==> src/rtl/axi_err_drain.sv <==
// rtl/axi_err_drain.sv - autonomous drain of the AXI error unit pair into a record FIFO
//
// Purpose: when an error unit raises its interrupt, a reg-bus master reads the
// oldest stored error (address, code), pops it and pushes a record into a
// first-word-fall-through FIFO exposed as a valid/ready stream.
//
// Ports:
//   clk_i, rst_ni      clock, asynchronous active-low reset
//   enable_i           allows new drain sequences to start
//   err_irq_i[1:0]     [0] write-unit irq, [1] read-unit irq (level)
//   reg_req_o          reg-bus master request
//   reg_rsp_i          reg-bus response
//   rec_valid_o        record FIFO head valid
//   rec_ready_i        consumer accepts the head
//   rec_addr_o         logged error address
//   rec_code_o         raw error-code register word
//   rec_is_read_o      record came from the read unit
//   rec_bus_err_o      a reg access of the sequence returned error
//   fault_o            sticky: a pop write returned error
//   level_o            FIFO occupancy

package axi_err_drain_pkg;
    typedef struct packed {
        logic [31:0] addr;
        logic        write;
        logic [31:0] wdata;
        logic [3:0]  wstrb;
        logic        valid;
    } reg_req_t;

    typedef struct packed {
        logic [31:0] rdata;
        logic        error;
        logic        ready;
    } reg_rsp_t;
endpackage

module axi_err_drain #(
    parameter int unsigned AddrWidth     = 32,
    parameter logic [31:0] BaseAddr      = 32'h0,
    parameter logic [31:0] ErrAddrOffset = 32'h00,
    parameter logic [31:0] ErrCodeOffset = 32'h08,
    parameter logic [31:0] PopOffset     = 32'h0C,
    parameter int unsigned FifoDepth     = 4,
    parameter type         reg_req_t     = axi_err_drain_pkg::reg_req_t,
    parameter type         reg_rsp_t     = axi_err_drain_pkg::reg_rsp_t
) (
    input  logic                         clk_i,
    input  logic                         rst_ni,
    input  logic                         enable_i,
    input  logic [1:0]                   err_irq_i,
    output reg_req_t                     reg_req_o,
    input  reg_rsp_t                     reg_rsp_i,
    output logic                         rec_valid_o,
    input  logic                         rec_ready_i,
    output logic [AddrWidth-1:0]         rec_addr_o,
    output logic [31:0]                  rec_code_o,
    output logic                         rec_is_read_o,
    output logic                         rec_bus_err_o,
    output logic                         fault_o,
    output logic [$clog2(FifoDepth):0]   level_o
);

    localparam int unsigned PtrW = $clog2(FifoDepth);
    localparam int unsigned LvlW = PtrW + 1;
    localparam int unsigned RecW = AddrWidth + 32 + 2;

    typedef enum logic [2:0] {
        S_IDLE,
        S_RD_ADDR,
        S_RD_CODE,
        S_POP,
        S_PUSH
    } state_t;

    state_t                r_state;
    state_t                w_state_next;
    logic                  r_unit;
    logic                  r_last_read;
    logic [AddrWidth-1:0]  r_addr;
    logic [31:0]           r_code;
    logic                  r_err;
    logic                  r_fault;
    logic [RecW-1:0]       r_mem [FifoDepth];
    logic [PtrW-1:0]       r_wptr;
    logic [PtrW-1:0]       r_rptr;
    logic [LvlW-1:0]       r_level;

    logic                  w_full;
    logic                  w_start;
    logic                  w_sel;
    logic                  w_hs;
    logic                  w_push;
    logic                  w_pop;
    logic [31:0]           w_unit_base;

    assign w_full  = (r_level == LvlW'(FifoDepth));
    assign w_start = enable_i && (err_irq_i != 2'b00) && !w_full;
    // Both pending: serve the unit not served last; otherwise the lone requester.
    assign w_sel   = (err_irq_i == 2'b11) ? ~r_last_read : err_irq_i[1];
    assign w_unit_base = BaseAddr + (r_unit ? 32'h20 : 32'h0);
    assign w_hs    = reg_rsp_i.ready &&
                     (r_state == S_RD_ADDR || r_state == S_RD_CODE || r_state == S_POP);

    always_comb begin
        w_state_next = r_state;
        reg_req_o    = '0;
        case (r_state)
            S_IDLE: begin
                if (w_start) w_state_next = S_RD_ADDR;
            end
            S_RD_ADDR: begin
                reg_req_o.valid = 1'b1;
                reg_req_o.addr  = w_unit_base + ErrAddrOffset;
                if (reg_rsp_i.ready) w_state_next = S_RD_CODE;
            end
            S_RD_CODE: begin
                reg_req_o.valid = 1'b1;
                reg_req_o.addr  = w_unit_base + ErrCodeOffset;
                if (reg_rsp_i.ready) w_state_next = S_POP;
            end
            S_POP: begin
                reg_req_o.valid = 1'b1;
                reg_req_o.addr  = w_unit_base + PopOffset;
                reg_req_o.write = 1'b1;
                reg_req_o.wstrb = '1;
                if (reg_rsp_i.ready) w_state_next = S_PUSH;
            end
            S_PUSH: begin
                w_state_next = S_IDLE;
            end
            default: begin
                w_state_next = S_IDLE;
            end
        endcase
    end

    always_ff @(posedge clk_i or negedge rst_ni) begin
        if (!rst_ni) begin
            r_state     <= S_IDLE;
            r_unit      <= 1'b0;
            r_last_read <= 1'b1;
            r_addr      <= '0;
            r_code      <= '0;
            r_err       <= 1'b0;
            r_fault     <= 1'b0;
        end else begin
            r_state <= w_state_next;
            if (r_state == S_IDLE && w_start) begin
                r_unit      <= w_sel;
                r_last_read <= w_sel;
                r_err       <= 1'b0;
            end
            if (w_hs) begin
                r_err <= r_err | reg_rsp_i.error;
                if (r_state == S_RD_ADDR) r_addr <= reg_rsp_i.rdata[AddrWidth-1:0];
                if (r_state == S_RD_CODE) r_code <= reg_rsp_i.rdata;
                if (r_state == S_POP && reg_rsp_i.error) r_fault <= 1'b1;
            end
        end
    end

    // Record FIFO: space was checked before the sequence started, so a push
    // never meets a full FIFO.
    assign w_push      = (r_state == S_PUSH);
    assign rec_valid_o = (r_level != '0);
    assign w_pop       = rec_valid_o && rec_ready_i;

    always_ff @(posedge clk_i) begin
        if (w_push) r_mem[r_wptr] <= {r_addr, r_code, r_unit, r_err};
    end

    always_ff @(posedge clk_i or negedge rst_ni) begin
        if (!rst_ni) begin
            r_wptr  <= '0;
            r_rptr  <= '0;
            r_level <= '0;
        end else begin
            if (w_push) r_wptr <= r_wptr + PtrW'(1);
            if (w_pop)  r_rptr <= r_rptr + PtrW'(1);
            case ({w_push, w_pop})
                2'b10:   r_level <= r_level + LvlW'(1);
                2'b01:   r_level <= r_level - LvlW'(1);
                default: r_level <= r_level;
            endcase
        end
    end

    assign {rec_addr_o, rec_code_o, rec_is_read_o, rec_bus_err_o} = r_mem[r_rptr];
    assign fault_o = r_fault;
    assign level_o = r_level;

endmodule
==> config.mk <==
export PLATFORM = sky130hd
export DESIGN_NAME = axi_err_drain
export DESIGN_NICKNAME = d
export VERILOG_FILES = /design/src/rtl/axi_err_drain.sv
export SDC_FILE = /design/constraint.sdc
export NUM_CORES = 1
export LEC_CHECK = 0
export ABC_AREA = 0
export BUFFER_PORTS_ARGS = -buffer_cell sky130_fd_sc_hd__buf_2
export CORE_MARGIN = 2
export CORE_UTILIZATION = 55
export DETAILED_ROUTE_END_ITERATION = 6
export PLACE_DENSITY = 0.77
export SYNTH_ARGS = -nofsm -noshare
export SYNTH_HDL_FRONTEND = slang
export SYNTH_SLANG_ARGS = --single-unit
==> constraint.sdc <==
create_clock -name clk_i -period 3.85 [get_ports clk_i]
set_input_delay 0.385 -clock clk_i [delete_from_list [all_inputs] [get_ports clk_i]]
set_output_delay 0.385 -clock clk_i [all_outputs]
set_load 0.02 [all_outputs]
==> results.txt <==
Number of setup violations in the final report -> 0
Vias per cell -> 5.45
Switching Share -> 31.0%
CTS buffer count -> 34
Tightest Hold Check Type -> in2reg
Clock slew at reported path FFs -> 0.06 ns
Area occupied by multi-input gates -> 2860 um2
CTS H-tree lvls -> 2
Placed cell count -> 1033
Nets@finish -> 797
Worst stage delay on the critical path -> 0.81 ns
Fin Setup TNS -> 0 ns
CP Class -> reg2out
I/O Pins -> 181
Critical Path RT -> 3.46 ns
Worst Hold Path EP -> fault_o$_DFFE_PN0P_
First-pass GRT wire length -> 35000 um
Syn Inst Count -> 618
Antenna Nets Post-Route -> 0
Drt first pass iters -> 4
Tightest Pin Transition -> 1.08 ns
Core area -> 23500 um2
Worst Hold Launch -> reg_rsp_i[1]
Comb pwr share -> 25.2%
Slowest-stage cell, CP -> dfrtp_4
Crit path max fanout -> 31
Storage element area -> 9890 um2
Initial antenna violation count -> 2
Overall routing resource usage -> 18.8%
Reg2Reg Depth -> 4
Fin. Hold Viols -> 0
Synth-to-layout area growth -> 13.1%
Drt total wl -> 23400 um
Clk pwr share -> 25.6%
Worst vdd ir -> 0.000419 V
Die width -> 159 um
Vias -> 5981
Largest net degree at the start of global routing -> 68
Crit path arrival time -> 2.58 ns
Prevailing post-synth register cell -> edfxtp_1
Max transition margin -> 27.7%
CTS Sinks -> 342
Post-CTS setup buffers -> 0
Worst Skew -> 0.0105 ns
Vias in the first global route -> 6224
Power Internal -> 8030 uW
Avg Cell Area, Syn -> 21.3 um2
Max Cap Violations -> 0
Post_cts resized -> 0
# fillers -> 1593
Full die area -> 25100 um2
Clock latency on the worst-skew pair -> 0.50 ns
Critical Path End Type -> output port
Share of synthesized flip-flops with an asynchronous set or reset -> 22.8%
FF-to-FF End -> r_addr[28]$_DFFE_PN0P_
Post-detail-place hpwl -> 13400 um
Hold depth -> 2
Status -> complete, no violations
1st-iter DRT viols -> 304
Power Dens Cells -> 783 nW/um2
RSZ-0062 raised after global routing -> false
Netlist cell types -> 34
Synthesized area -> 13100 um2
Sequential share of power -> 49.2%
Final std cells w/o fill -> 1097
RR Startpoint -> r_state[2]$_DFFE_PN0P_
Synth Register Bits -> 342
DR WL/cell -> 21.3 um
Slew Viols, Final -> 0
Die Ht -> 159 um
Crit start category -> flip-flop
Std cell rows -> 56
Tcrit/Tclk final -> 77.0%
CTS root buf -> clkbuf_16
Initial core utilization -> 56.0%
F_max -> 338 MHz
Share of post-route cells with drive strength above 1 -> 40.4%
CTS max path bufs -> 3
RD Place Congestion -> 0.680
R2R Setup Slk -> 1.48 ns
Grt total ovfl -> 0
Switching power total -> 3600 uW
Port bufs -> 119
Worst-path cell chain -> buf_4 > mux4_2 > buf_2
Synth warnings -> 0
Post-layout min period -> 2.96 ns
Leakage -> 0.00536 uW
CTS tree -> built
Sequential fraction of the synthesis area -> 75.2%
EDFF count, synth -> 264
Drt drc -> 0
[layout make-up]
cell class,instances,area share [%]
diodes,1,0.0168
clock buffers,43,6.09
clock inverters,19,0.699
inverters,6,0.152
multi-input cells,240,19.2
flip-flops and latches,342,66.6
well taps,319,2.69
repair buffers,127,4.53
[per-layer routing]
| layer | global-route usage, % | part of all wire, % | vias to the layer above |
|---|---|---|---|
| met4 | 4.29 | 1.2 | 2 |
| met5 | 0 | 0.056 | - |
| met3 | 3.81 | 4.9 | 33 |
| met1 | 25.7 | 43 | 3208 |
| li1 | - | - | 2572 |
| met2 | 31.6 | 51 | 166 |
[state kept, by name, indices dropped and copies added, names as in the netlist]
name / count
level_o: 3
r_state: 3
r_wptr: 2
r_last_read: 1
r_unit: 1
r_addr: 32
r_mem: 264
r_code: 32
fault_o: 1
r_rptr: 2
r_err: 1
[worst max-delay path by stage]
stage,endpoint,cells after the start,from
6_report,rec_addr_o[1],3,r_rptr[0]$_DFFE_PN0P_
5_1_grt,rec_addr_o[1],3,r_rptr[0]$_DFFE_PN0P_
4_1_cts,rec_addr_o[1],3,r_rptr[0]$_DFFE_PN0P_
3_3_place_gp,rec_addr_o[1],3,r_rptr[0]$_DFFE_PN0P_
3_5_place_dp,rec_addr_o[1],3,r_rptr[0]$_DFFE_PN0P_
2_1_floorplan,r_mem[0][0]$_DFFE_PP_,3,r_state[1]$_DFFE_PN0P_
[kinds of logic after synthesis]
| logic type | share of synthesized area (%) |
|---|---|
| and+or+nand+nor | 1.09 |
| DFF | 75.2 |
| muxes | 17.1 |
| other | 0.0285 |
| buffers and inverters | 4.99 |
| xor gates and xnor gates | 0.467 |
| AOI/OAI and AO/OA | 0.457 |
| adders and majority gates | 0.629 |
[placed cells by master, fill, tap and decap left out, types with 2 or more instances in the layout]
| cell | count |
|---|---|
| nand2_1 | 4 |
| dfrtp_4 | 2 |
| conb_1 | 61 |
| dfrtp_1 | 75 |
| mux4_2 | 66 |
| clkinv_2 | 5 |
| mux2_2 | 67 |
| nor2_1 | 5 |
| xor2_1 | 4 |
| buf_4 | 7 |
| buf_2 | 118 |
| ha_1 | 5 |
| inv_6 | 2 |
| clkinv_1 | 10 |
| clkbuf_16 | 34 |
| xnor2_1 | 3 |
| edfxtp_1 | 264 |
| o21ai_0 | 2 |
| clkbuf_1 | 7 |
| nor3b_4 | 2 |
| and3_4 | 4 |
| o31ai_1 | 2 |
| clkbuf_8 | 2 |
| inv_1 | 6 |
[critical path, delay by kind of cell (launching register included)]
family / cells / cell delay (ns)
muxes: 1 / 0.59
DFF: 1 / 0.81
buffers and inverters: 2 / 0.61
[power groups by stage]
stage / registers, uW / clock network [uW] / logic (uW)
after floorplan: 5360 / 0 / 2450
after global placement: 5690 / 0 / 2900
after detailed placement: 5800 / 0 / 2970
after CTS: 5740 / 3040 / 2990
after global routing: 5840 / 3180 / 3150
final: 5720 / 2980 / 2940
[synthesized netlist by cell type, types with 2 or more instances]
| master | n | area (um2) |
|---|---|---|
| nor2_1 | 5 | 18.8 |
| clkbuf_1 | 3 | 11.3 |
| mux4_2 | 66 | 1490 |
| nand2_1 | 4 | 15.0 |
| dfrtp_1 | 77 | 1930 |
| inv_1 | 6 | 22.5 |
| buf_4 | 76 | 571 |
| buf_1 | 3 | 11.3 |
| and3_1 | 5 | 31.3 |
| ha_1 | 5 | 62.6 |
| o31ai_1 | 2 | 15.0 |
| edfxtp_1 | 264 | 7930 |
| xnor2_1 | 3 | 26.3 |
| o21ai_0 | 2 | 10.0 |
| buf_2 | 8 | 40.0 |
| nor3b_2 | 2 | 25.0 |
| mux2_2 | 67 | 754 |
| xor2_1 | 4 | 35.0 |
[repair_timing]
action / 4_1_cts / 5_1_grt
hold buffers: 1 / 0
setup endpoints to repair: 0 / 0
endpoints found under the hold margin: 52 / 0
[per-stage QoR]
step	utilization (%)	hold slack, ns	cell area (um2)	setup slack [ns]	power, uW
after global routing	63.3	0.114	14900	0.717	12200
final	63.3	0.121	14900	0.887	11600
after floorplan	-	0.0894	13400	1.14	7810
after CTS	63.3	0.103	14900	0.794	11800
after global placement	58.9	0.458	13800	1.40	8590
after detailed placement	58.9	0.454	13800	1.35	8770
Power figures use the tool's default switching activity.
